<file path="config.mk">
export PLATFORM = sky130hd
export DESIGN_NAME = uart_cipher_sequencer
export DESIGN_NICKNAME = d
export VERILOG_FILES = /design/src/rtl/uart_cipher_sequencer.sv
export SDC_FILE = /design/constraint.sdc
export NUM_CORES = 1
export LEC_CHECK = 0
export BUFFER_PORTS_ARGS = -buffer_cell sky130_fd_sc_hd__buf_2
export CORE_AREA = 2 2 121 123
export DETAILED_ROUTE_END_ITERATION = 10
export DIE_AREA = 0 0 123 125
export PLACE_DENSITY = 0.71
export SYNTH_ARGS = -nofsm -noshare
export SYNTH_HDL_FRONTEND = slang
export SYNTH_SLANG_ARGS = --single-unit
</file>
<file path="constraint.sdc">
create_clock -name clk_100MHz -period 2.1 [get_ports clk_100MHz]
set_input_delay 0.42 -clock clk_100MHz [delete_from_list [all_inputs] [get_ports clk_100MHz]]
set_output_delay 0.42 -clock clk_100MHz [all_outputs]
set_load 0.02 [all_outputs]
</file>
<file path="src/rtl/uart_cipher_sequencer.sv">
// Automatic Rx-FIFO -> SIMON cipher -> Tx-FIFO block sequencer for the UART core.
// Optional cipher watchdog enabled by defining SEQ_TIMEOUT_EN.
module uart_cipher_sequencer #(
    parameter int BLOCK_W     = 64,
    parameter int CNT_W       = 16,
    parameter int TIMEOUT_CYC = 1_000_000,
    parameter int TO_W        = 20
) (
    input  logic               clk_100MHz,
    input  logic               reset,
    input  logic               rx_full,
    input  logic               rx_empty,
    input  logic [BLOCK_W-1:0] block_in,
    output logic               rx_fifo_rd,
    input  logic               mode,
    output logic               cipher_start,
    output logic               cipher_mode,
    output logic [BLOCK_W-1:0] cipher_pt,
    input  logic               cipher_done,
    input  logic [BLOCK_W-1:0] cipher_out,
    input  logic               tx_empty,
    output logic               tx_fifo_wr,
    output logic [BLOCK_W-1:0] block_out,
    output logic               busy,
    output logic [2:0]         state,
    output logic [CNT_W-1:0]   blocks_done,
    output logic               err
);

    // state   | meaning
    // IDLE    | waiting for a full 8-byte block in the Rx FIFO
    // READ    | pop pulse to Rx FIFO, capture block and mode
    // START   | start pulse to cipher core
    // WAIT    | waiting for cipher done
    // LOAD    | waiting for an empty Tx FIFO, then one push pulse
    // DRAIN   | waiting for the Tx FIFO to empty again
    // ERROR   | cipher watchdog expired; left only by reset
    typedef enum logic [2:0] {
        S_IDLE  = 3'd0,
        S_READ  = 3'd1,
        S_START = 3'd2,
        S_WAIT  = 3'd3,
        S_LOAD  = 3'd4,
        S_DRAIN = 3'd5,
        S_ERROR = 3'd6
    } state_t;

    state_t st, st_next;
    logic   drain_seen;
    logic   drain_tmr;
    logic   wd_expired;
    logic   unused_rx_empty;

    assign unused_rx_empty = rx_empty;
    assign busy            = (st != S_IDLE);
    assign state           = st;

    always_comb begin
        st_next = st;
        case (st)
            S_IDLE:  if (rx_full) st_next = S_READ;
            S_READ:  st_next = S_START;
            S_START: st_next = S_WAIT;
            S_WAIT: begin
                if (cipher_done)     st_next = S_LOAD;
                else if (wd_expired) st_next = S_ERROR;
            end
            // the push pulse is already on the port when LOAD moves on
            S_LOAD:  if (tx_fifo_wr) st_next = S_DRAIN;
            // Tx empty flag can lag the push by a cycle, so only trust it once
            // it has been seen low or the settle timer has run out
            S_DRAIN: if (tx_empty && (drain_seen || (drain_tmr == 1'b0))) st_next = S_IDLE;
            S_ERROR: st_next = S_ERROR;
            default: st_next = S_IDLE;
        endcase
    end

    always_ff @(posedge clk_100MHz) begin
        if (reset) begin
            st           <= S_IDLE;
            rx_fifo_rd   <= 1'b0;
            cipher_start <= 1'b0;
            tx_fifo_wr   <= 1'b0;
            cipher_pt    <= '0;
            cipher_mode  <= 1'b0;
            block_out    <= '0;
            blocks_done  <= '0;
            drain_seen   <= 1'b0;
            drain_tmr    <= 1'b0;
        end else begin
            st           <= st_next;
            rx_fifo_rd   <= (st == S_IDLE) && rx_full;
            cipher_start <= (st == S_READ);
            tx_fifo_wr   <= ((st == S_WAIT) && cipher_done && tx_empty) ||
                            ((st == S_LOAD) && !tx_fifo_wr && tx_empty);
            if (st == S_READ) begin
                cipher_pt   <= block_in;
                cipher_mode <= mode;
            end
            if ((st == S_WAIT) && cipher_done) block_out <= cipher_out;
            if (st != S_DRAIN) begin
                drain_seen <= 1'b0;
                drain_tmr  <= 1'b1;
            end else begin
                drain_seen <= drain_seen | ~tx_empty;
                drain_tmr  <= 1'b0;
            end
            if ((st == S_DRAIN) && (st_next == S_IDLE)) blocks_done <= blocks_done + 1'b1;
        end
    end

`ifdef SEQ_TIMEOUT_EN
    logic [TO_W-1:0] wd_cnt;
    logic            err_q;

    always_ff @(posedge clk_100MHz) begin
        if (reset) begin
            wd_cnt <= '0;
            err_q  <= 1'b0;
        end else begin
            if (st != S_WAIT)        wd_cnt <= TO_W'(TIMEOUT_CYC - 1);
            else if (wd_cnt != '0)   wd_cnt <= wd_cnt - 1'b1;
            if (st_next == S_ERROR)  err_q  <= 1'b1;
        end
    end

    assign wd_expired = (wd_cnt == '0);
    assign err        = err_q;
`else
    logic unused_cfg;
    assign unused_cfg = ^{TIMEOUT_CYC[0], TO_W[0]};
    assign wd_expired = 1'b0;
    assign err        = 1'b0;
`endif

endmodule

</file>
==> impl_metrics.csv <==
group,metric,value,unit
floorplanning,dieArea,0.0154,mm2
layout,antenna_cells,0,
power_and_ir_drop,power,0.00696,W
layout,final_cell_mix,"buf_2, nand2_1, dfxtp_1, a21oi_1, clkbuf_16",
detailed_routing,drt-initial-drc-count,265,
placement,io_buffers,285,
worst_setup_path,crit_slowest_cell,"dfxtp_1",
synthesis,synthesis.area,0.00551,mm2
grt,grt_pass1_wl,24000,um
power_and_ir_drop,p_per_area,899,mW/mm2
synthesis,synth_warnings,0,
timing,finalMaxSlewViolations,0,
synthesis,synth_edf_count,0,
grt,grt_usage,19.8,%
cts,cts.path.max_buffers,2,
synthesis,synth_area_leader_cell,"dfxtp_1",
worst_setup_path,critical-path-max-stage-delay,0.37,ns
placement,dp.final_hpwl,10400,um
status,outcome,"complete, no violations",
detailed_routing,dr.pass1.iters,4,
cts,path_clk_slew,0.06,ns
floorplanning,row_count,44,
timing,final_hold_viol_count,0,
worst_setup_path,worstPathRequired,1.68,ns
worst_setup_path,start_kind,"flop",
grt,grt.overflow.total,0,
synthesis,synth.top_cell.area_share,55.6,%
layout,nets,1094,
worst_setup_path,path_class,"reg2out",
synthesis,synth_cells,694,
worst_setup_path,endpoint_kind,"primary output",
synthesis,synthAdderAreaFrac,0.227,%
synthesis,syn_nets,830,
placement,place.gp.congestion,0.774,
cts,ctsHoldBuffers,0,
floorplanning,die_x,123,um
cts,cts_tree,"built",
timing,skew,0.0119,ns
detailed_routing,drc,0,
layout,layout-drive-gt1-share,34.5,%
layout,layout_commonest_cell,"buf_2",
synthesis,synth_area_leaders,"dfxtp_1, nand2_1, a21oi_1, clkbuf_1, or3_1",
cts,cts_resized,0,
synthesis,ys_types,36,
timing,finalSetupViolCount,0,
worst_setup_path,cp_data_arrival_time,1.50,ns
grt,antenna_found_initial,1,
synthesis,synth_mux_area_share,0.182,%
synthesis,yosys.area_share.simple,24.0,%
cts,cts_num_sinks,153,
timing,setup-tns-final,0,ns
synthesis,synth-xor-area-share,0.795,%
synthesis,synth_top_family_by_area,"simple AND/OR/NAND/NOR gates",
worst_setup_path,cp_max_fo,7,
detailed_routing,wl_per_cell,13.3,um
synthesis,synthArstFlopShare,0,%
synthesis,ys_seq_area_share,55.6,%
floorplanning,initial_core_util,38.8,%
power_and_ir_drop,irDropWorstVdd,0.556,mV
synthesis,ys.flop_type,"dfxtp_1",
job,cap_viol_max_count,0,
cts,insertion_delay,0.42,ns
timing,whs,0.229,ns
cts,cts_root_buffer,"clkbuf_16",
grt,grt_max_degree,67,
detailed_routing,wirelength,15400,um
detailed_routing,postRouteAntennaNets,0,
timing,period_needed,1.92,ns
layout,syn2layout_area_growth,40.7,%
timing,fmax,521,MHz
timing,rsz0062_at_grt,"false",
power_and_ir_drop,leakage,3.50,nW
detailed_routing,vias,5469,
hold_path,holdCritPathClass,"in2reg",
cts,post_cts.repair.setup_buffers,0,
floorplanning,core_region_area,0.0142,mm2
cts,htreeDepth,4,
synthesis,ys_ff_latch,153,
detailed_routing,vias_per_cell,4.74,
cts,cts_buffers,17,
timing,post-route-period-util,91.4,%
grt,grt_pass1_vias,4921,
worst_setup_path,path_cells,"buf_4 -> or3_1 -> buf_2",
floorplanning,ios,288,
floorplanning,die_h,125,um
synthesis,synth_compound_area_share,14.8,%
synthesis,syn_avg_cell_area,7.93,um2
## power by group
| group | internal (W) | switching (W) | total, W |
|---|---|---|---|
| clock network | 0.00193 | 0.00119 | 0.00311 |
| registers | 0.00302 | 0.0000547 | 0.00307 |
| logic | 0.000291 | 0.000487 | 0.000778 |
## layer usage
metal | GRT usage, % | share of wire (%) | wire, um | up-vias
met5 | 0 | 0.084 | 13 | -
met2 | 31.7 | 47 | 7290 | 211
met1 | 23.7 | 42 | 6430 | 2436
met4 | 7.62 | 2.2 | 342 | 2
li1 | - | - | - | 2789
met3 | 8.03 | 8.6 | 1330 | 31
## area by class of cell
cell class | instances | area (um2)
Fill cell | 1417 | 6460
Inverter | 5 | 18.8
Multi-Input combinational cell | 484 | 2220
Clock inverter | 12 | 149
Sequential cell | 153 | 3060
Timing Repair Buffer | 297 | 1610
Tap cell | 184 | 230
Clock buffer | 20 | 457
## cell usage after synthesis, types with 2 or more instances
cell type    n
a21oi_1    143
buf_1        9
buf_4        2
buf_6        2
clkbuf_1    39
dfxtp_1    153
inv_1        5
nand2_1    264
nand2b_1     3
nand3_1      6
nand4_1      4
nor2_1      12
nor2b_1      2
nor3_1       4
nor4_1       3
o21ai_0      7
o31ai_1      3
or2_2        2
or3_1        8
or4_1        4
xnor2_1      3
xor2_1       2
## critical path: cells and delay by family, from the launching register on
kind,cells,cell delay (ns)
simple gates,1,0.36
flops,1,0.37
buf+inv,2,0.35
## flip-flops by register name (all words and copies together) (netlist names)
signal / flops
block_out: 64
cipher_start: 1
rx_fifo_rd: 1
state: 3
tx_fifo_wr: 1
blocks_done: 16
drain_seen: 1
cipher_mode: 1
drain_tmr: 1
cipher_pt: 64
## cell families (layout without fill, tap and decap cells)
kind of cell             after synthesis  count (layout)
AND/OR/NAND/NOR                      318             318
multiplexers                           1               1
XOR/XNOR                               5               5
flip-flops                           153             153
adder cells (fa/ha/maj)                1               1
buffers and inverters                 57             334
AO/OA/AOI/OAI                        158             158
other                                  1               1
## stage by stage
stage	cells	util [%]	cell area, um2	worst slack [ns]
global placement	1123	50.3	7140	0.210
global route	1155	54.5	7740	0.0886
detailed placement	1123	50.3	7140	0.196
CTS	1155	54.5	7740	0.158
floorplan	694	-	5510	0.148
finish	1155	54.5	7740	0.181
## worst paths after layout
| kind | start | endpoint | slack (ns) | cells after the start |
|---|---|---|---|---|
| worst max-delay path | state[0] | busy | 0.18 | 3 |
| worst min-delay path | cipher_out[50] | block_out[50] | 0.23 | 3 |
| worst min register to register | block_out[13] | block_out[13] | 0.45 | 2 |
| worst max register to register | blocks_done[0] | blocks_done[12] | 0.21 | 5 |
Power figures use the tool's default switching activity.
